`config.mk`:
```
export PLATFORM = sky130hd
export DESIGN_NAME = imem_fetch_ctrl
export DESIGN_NICKNAME = d
export VERILOG_FILES = /design/src/rtl/imem_fetch_ctrl.sv
export SDC_FILE = /design/constraint.sdc
export NUM_CORES = 1
export LEC_CHECK = 0
export CAP_MARGIN = 0
export CORE_UTILIZATION = 44
export CTS_CLUSTER_DIAMETER = 150
export DETAILED_ROUTE_END_ITERATION = 8
export PLACE_DENSITY_LB_ADDON = 0.05
export SLEW_MARGIN = 15
export SYNTH_ARGS = -nofsm -noshare
export SYNTH_HDL_FRONTEND = slang
export SYNTH_SLANG_ARGS = --single-unit
```
`constraint.sdc`:
```
create_clock -name clk -period 4.1 [get_ports clk]
set_input_delay 0.41 -clock clk [delete_from_list [all_inputs] [get_ports clk]]
set_output_delay 0.41 -clock clk [all_outputs]
set_load 0.01 [all_outputs]
```
`src/rtl/imem_fetch_ctrl.sv`:
```
// imem_fetch_ctrl: shares the IMEM fetch port between core and debug
// readers, with range/alignment pre-check and a bounded fetch window.
module imem_fetch_ctrl #(
  parameter logic [31:0] IMEM_BASE = 32'h0100_0000,
  parameter int unsigned IMEM_SIZE = 2048,
  parameter int unsigned TIMEOUT   = 15
) (
  input  logic        clk,
  input  logic        rst,
  input  logic        core_req,
  input  logic [31:0] core_addr,
  output logic        core_ack,
  output logic [31:0] core_instr,
  output logic        core_fault,
  input  logic        dbg_req,
  input  logic [31:0] dbg_addr,
  output logic        dbg_ack,
  output logic [31:0] dbg_data,
  output logic        dbg_fault,
  output logic        instrfetch,
  output logic [31:0] addr_imem,
  input  logic [31:0] instr,
  input  logic        instr_fetched
);

  localparam logic [31:0] NOP  = 32'h0000_0013;
  localparam logic [31:0] SIZE = 32'(IMEM_SIZE);
  localparam logic [7:0]  TO   = 8'(TIMEOUT);

  typedef enum logic [1:0] {
    IDLE,
    ISSUE,
    RESP,
    DRAIN
  } state_t;

  state_t      state_q;
  logic        last_dbg_q;
  logic        gnt_dbg_q;
  logic [7:0]  cnt_q;
  logic        fetch_q;
  logic [31:0] addr_q;

  logic        core_ack_q;
  logic        core_fault_q;
  logic [31:0] core_data_q;
  logic        dbg_ack_q;
  logic        dbg_fault_q;
  logic [31:0] dbg_data_q;

  logic        any_req;
  logic        pick_dbg;
  logic [31:0] sel_addr;
  logic [31:0] offs;
  logic        sel_ok;

  logic        rsp_en;
  logic        rsp_dbg;
  logic        rsp_fault;
  logic [31:0] rsp_data;

  // Choose the requester for this IDLE cycle and classify its address.
  always_comb begin
    any_req  = core_req | dbg_req;
    pick_dbg = dbg_req & (~core_req | ~last_dbg_q);
    sel_addr = pick_dbg ? dbg_addr : core_addr;
    offs     = sel_addr - IMEM_BASE;
    sel_ok   = (sel_addr >= IMEM_BASE)
             & (offs < SIZE)
             & (sel_addr[1:0] == 2'b00);
  end

  // Decide whether a response is issued at this edge and what it carries.
  always_comb begin
    rsp_en    = 1'b0;
    rsp_dbg   = gnt_dbg_q;
    rsp_fault = 1'b0;
    rsp_data  = NOP;
    unique case (state_q)
      IDLE: begin
        if (any_req && !sel_ok) begin
          rsp_en    = 1'b1;
          rsp_dbg   = pick_dbg;
          rsp_fault = 1'b1;
        end
      end
      ISSUE: begin
        if (instr_fetched) begin
          rsp_en   = 1'b1;
          rsp_data = instr;
        end else if (cnt_q == TO) begin
          rsp_en    = 1'b1;
          rsp_fault = 1'b1;
        end
      end
      default: begin
        rsp_en = 1'b0;
      end
    endcase
  end

  // Sequencer: arbitration, IMEM handshake and registered port outputs.
  always_ff @(posedge clk) begin
    if (rst) begin
      state_q      <= IDLE;
      last_dbg_q   <= 1'b1;
      gnt_dbg_q    <= 1'b0;
      cnt_q        <= '0;
      fetch_q      <= 1'b0;
      addr_q       <= '0;
      core_ack_q   <= 1'b0;
      core_fault_q <= 1'b0;
      core_data_q  <= '0;
      dbg_ack_q    <= 1'b0;
      dbg_fault_q  <= 1'b0;
      dbg_data_q   <= '0;
    end else begin
      core_ack_q <= 1'b0;
      dbg_ack_q  <= 1'b0;
      unique case (state_q)
        IDLE: begin
          if (any_req) begin
            gnt_dbg_q <= pick_dbg;
            if (core_req && dbg_req) begin
              last_dbg_q <= pick_dbg;
            end
            if (sel_ok) begin
              addr_q  <= sel_addr;
              fetch_q <= 1'b1;
              cnt_q   <= '0;
              state_q <= ISSUE;
            end else begin
              state_q <= RESP;
            end
          end
        end
        ISSUE: begin
          cnt_q <= cnt_q + 8'd1;
          if (rsp_en) begin
            fetch_q <= 1'b0;
            state_q <= RESP;
          end
        end
        RESP: begin
          state_q <= DRAIN;
        end
        DRAIN: begin
          if (!instr_fetched) begin
            state_q <= IDLE;
          end
        end
        default: begin
          state_q <= IDLE;
        end
      endcase
      if (rsp_en) begin
        if (rsp_dbg) begin
          dbg_ack_q   <= 1'b1;
          dbg_data_q  <= rsp_data;
          dbg_fault_q <= rsp_fault;
        end else begin
          core_ack_q   <= 1'b1;
          core_data_q  <= rsp_data;
          core_fault_q <= rsp_fault;
        end
      end
    end
  end

  assign instrfetch = fetch_q;
  assign addr_imem  = addr_q;
  assign core_ack   = core_ack_q;
  assign core_instr = core_data_q;
  assign core_fault = core_fault_q;
  assign dbg_ack    = dbg_ack_q;
  assign dbg_data   = dbg_data_q;
  assign dbg_fault  = dbg_fault_q;

endmodule

```
==> results.tsv <==
metric	value	unit
post-cts repair resize count	0	
number of synthesized flops with an enable pin	0	
Setup TNS Final	0	ns
Critical Path RT	4.49	ns
vias in the first global route	3744	
pwr/cell area	481	nW/µm²
Detailed Route WL	11800	µm
Starting DRT DRC Count	183	
routability cong.	0.801	
crit start category	flop	
top routing layer in use	met4	
RSZ-0062 raised after global routing	no	
gr usage total	24.1	%
RR Startpoint	state_q[0]	
Clock Skew	0.00697	ns
crit path DAT	3.30	ns
FP Rows	35	
initial antenna violation count	0	
Worst-path clk slew	0.06	ns
total grt overflow	0	
max_cap viols	0	
post-route minimum period	2.91	ns
Yosys reg bits	113	
worst hold start	addr_imem[15]	
synth warn	0	
Starting Density	45.6	%
Bufs and invs on worst path	2	
Core ar.	9280	µm²
depth of the CTS H-tree	4	
fin. max-slew vios	0	
WL per Instance	16.3	µm
met3 wire length	1050	µm
worst-case clock buffer depth	2	
CTS tree	done	
Placement Cell Area	6310	µm²
Cells after Synth	383	
first-pass GRT wire length	18600	µm
CTS buffer count	17	
max_slew headroom	35.7	%
Via Count	3866	
DP HPWL	8390	µm
syn avg cell area	11.0	µm²
# hold bufs at CTS	0	
final setup fails	0	
share of layout cells above drive strength 1	8.59	%
clock sink total	113	
Syn Nets	489	
DRT met1 WL	4890	µm
Worst-Skew Late Latency	0.50	ns
status	completed	
die extent in y	100	µm
post-route clock period utilization	70.9	%
Synth area leader	dfxtp_1	
Leak	2.49	nW
largest net degree at the start of global routing	38	
Area Growth Syn to Fin	62.0	%
CP Class	reg -> reg	
top cell type's share of synthesized area	53.5	%
Root Buffer	clkbuf_8	
worst vdd ir	0.292	mV
Hold WS	0.454	ns
Post-CTS Setup Bufs	0	
actual slew at the worst max-slew pin	0.964	ns
Main synth FF type	dfxtp_1	
asr flop ratio synth	0	%
nets@finish	687	
Crit. End Element	flop	
port buffer count	201	
placed cell count	691	
CP max-delay cell	or4b_4	
delay of the slowest critical-path stage	0.56	ns
Die X	100	µm
Final ANT Viol Nets	0	
met2 wire len	5730	µm
Crit Path Max Fanout	17	
f_max	0.344	GHz
CP startpoint	state_q[0]	
Hold/Removal Path Class	reg -> reg	
full die area	10000	µm²
CP Cell Sequence	ha_1 -> or4b_4 -> o31ai_4 -> inv_2 -> o22ai_4 -> a21oi_2 -> buf_4 -> a32o_1	
drt first pass iters	4	
Post-Syn Area	4230	µm²
Synth cell types	51	
sequential-to-total area share from yosys stat	53.5	%
Synth area leaders	dfxtp_1 (53%), a32o_1 (14%), and2_1 (3.3%), mux2i_1 (2.1%), a211oi_1 (2.1%)	
Worst path top cell family by delay	compound AO/OA/AOI/OAI gates	
Ports	202	
vias per cell	5.35	
final hold vios	0	
Remaining DRCs	0	
Non-Filler Instances	723	
Diodes inserted	0	
post-route cell area	6850	µm²
per-layer routing:
| metal | vias to the layer above | GRT usage (%) |
|---|---|---|
| met1 | 1804 | 29.0 |
| met4 | 0 | 8.14 |
| li1 | 1882 | - |
| met2 | 171 | 39.7 |
| met5 | - | 0 |
| met3 | 9 | 9.19 |
sequential cells by signal, indices dropped and copies added, names as in the netlist:
signal      count
instrfetch      1
cnt_q           8
core_ack        1
state_q         2
last_dbg_q      1
gnt_dbg_q       1
core_fault      1
addr_imem      32
dbg_ack         1
dbg_data       32
core_instr     32
dbg_fault       1
cells in the mapped netlist (4+ instances only):
| library cell | n |
|---|---|
| dfxtp_1 | 113 |
| clkbuf_1 | 14 |
| a211oi_1 | 12 |
| o311ai_0 | 4 |
| ha_1 | 5 |
| a32o_1 | 59 |
| buf_2 | 9 |
| mux2i_1 | 9 |
| nor4_1 | 8 |
| a21oi_1 | 14 |
| inv_1 | 4 |
| and3_1 | 4 |
| nor2_1 | 24 |
| nand2_1 | 19 |
| nand3_1 | 5 |
| and2_1 | 22 |
final timing paths:
path	to	slack [ns]	cells past startpoint
worst min-delay path	addr_imem[15]	0.45	1
worst min register to register	addr_imem[15]	0.45	1
worst max-delay path	core_instr[29]	1.19	8
worst max register to register	core_instr[29]	1.19	8
cells in the final DEF (no fill, tap or decap), types with 2 or more instances in the layout:
master / synthesis / layout
a211oi_1: 12 / 12
a21oi_1: 14 / 14
a21oi_2: 2 / 2
a22o_1: 2 / 2
a31oi_1: 3 / 3
a32o_1: 59 / 59
and2_1: 22 / 22
and3_1: 4 / 4
buf_4: 3 / 7
clkbuf_16: 0 / 16
clkdlybuf4s50_1: 0 / 201
clkinv_2: 0 / 2
clkinvlp_4: 0 / 3
dfxtp_1: 113 / 113
ha_1: 5 / 5
inv_1: 4 / 4
inv_6: 0 / 9
mux2i_1: 9 / 9
nand2_1: 19 / 19
nand2b_1: 2 / 2
nand3_1: 5 / 5
nand3b_1: 2 / 2
nand4_1: 2 / 2
nand4b_1: 2 / 2
nor2_1: 24 / 23
nor3_1: 3 / 3
nor3b_1: 2 / 2
nor4_1: 8 / 8
nor4b_1: 3 / 3
o21ai_0: 2 / 2
o311ai_0: 4 / 4
o31ai_1: 3 / 3
or2_1: 2 / 2
xor2_1: 3 / 3
per-stage QoR:
stage / util, % / worst slack [ns] / power (mW)
floorplan: - / 1.95 / 1.70
global placement: 68.0 / 0.814 / 2.00
detailed placement: 68.0 / 0.709 / 2.01
CTS: 73.8 / 1.20 / 3.32
global route: 73.8 / 1.01 / 3.46
finish: 73.8 / 1.19 / 3.29
worst reg2reg max path: cells and delay by family (launching register included):
family | cells | cell delay (ns)
compound gates | 4 | 0.94
fa+ha+maj | 1 | 0.50
buf+inv | 2 | 0.39
flops | 1 | 0.40
simple gates | 1 | 0.56
cell families (layout without fill, tap and decap cells):
family | Yosys count | in the layout | share of synthesized area, %
muxes | 9 | 9 | 2.13
adders and majority gates | 5 | 5 | 1.48
and+or+nand+nor | 104 | 104 | 13.3
xor gates and xnor gates | 4 | 4 | 0.829
buffers and inverters | 34 | 245 | 4.08
DFF | 113 | 113 | 53.5
AOI/OAI and AO/OA | 114 | 114 | 24.7
power breakdown:
group,internal [mW],leakage (nW),switching [mW]
Clock,0.756,0.258,0.541
Combinational,0.341,1.32,0.425
Sequential,1.18,0.913,0.0521
Total,2.27,2.49,1.02
area by class of cell:
type,count,area (µm²)
Clock buffer,17,414
Clock inverter,15,120
Fill cell,687,2430
Inverter,5,18.8
Multi-Input combinational cell,236,1810
Sequential cell,113,2260
Tap cell,129,161
Timing Repair Buffer,208,2060
(Power assumes the default switching activity.)
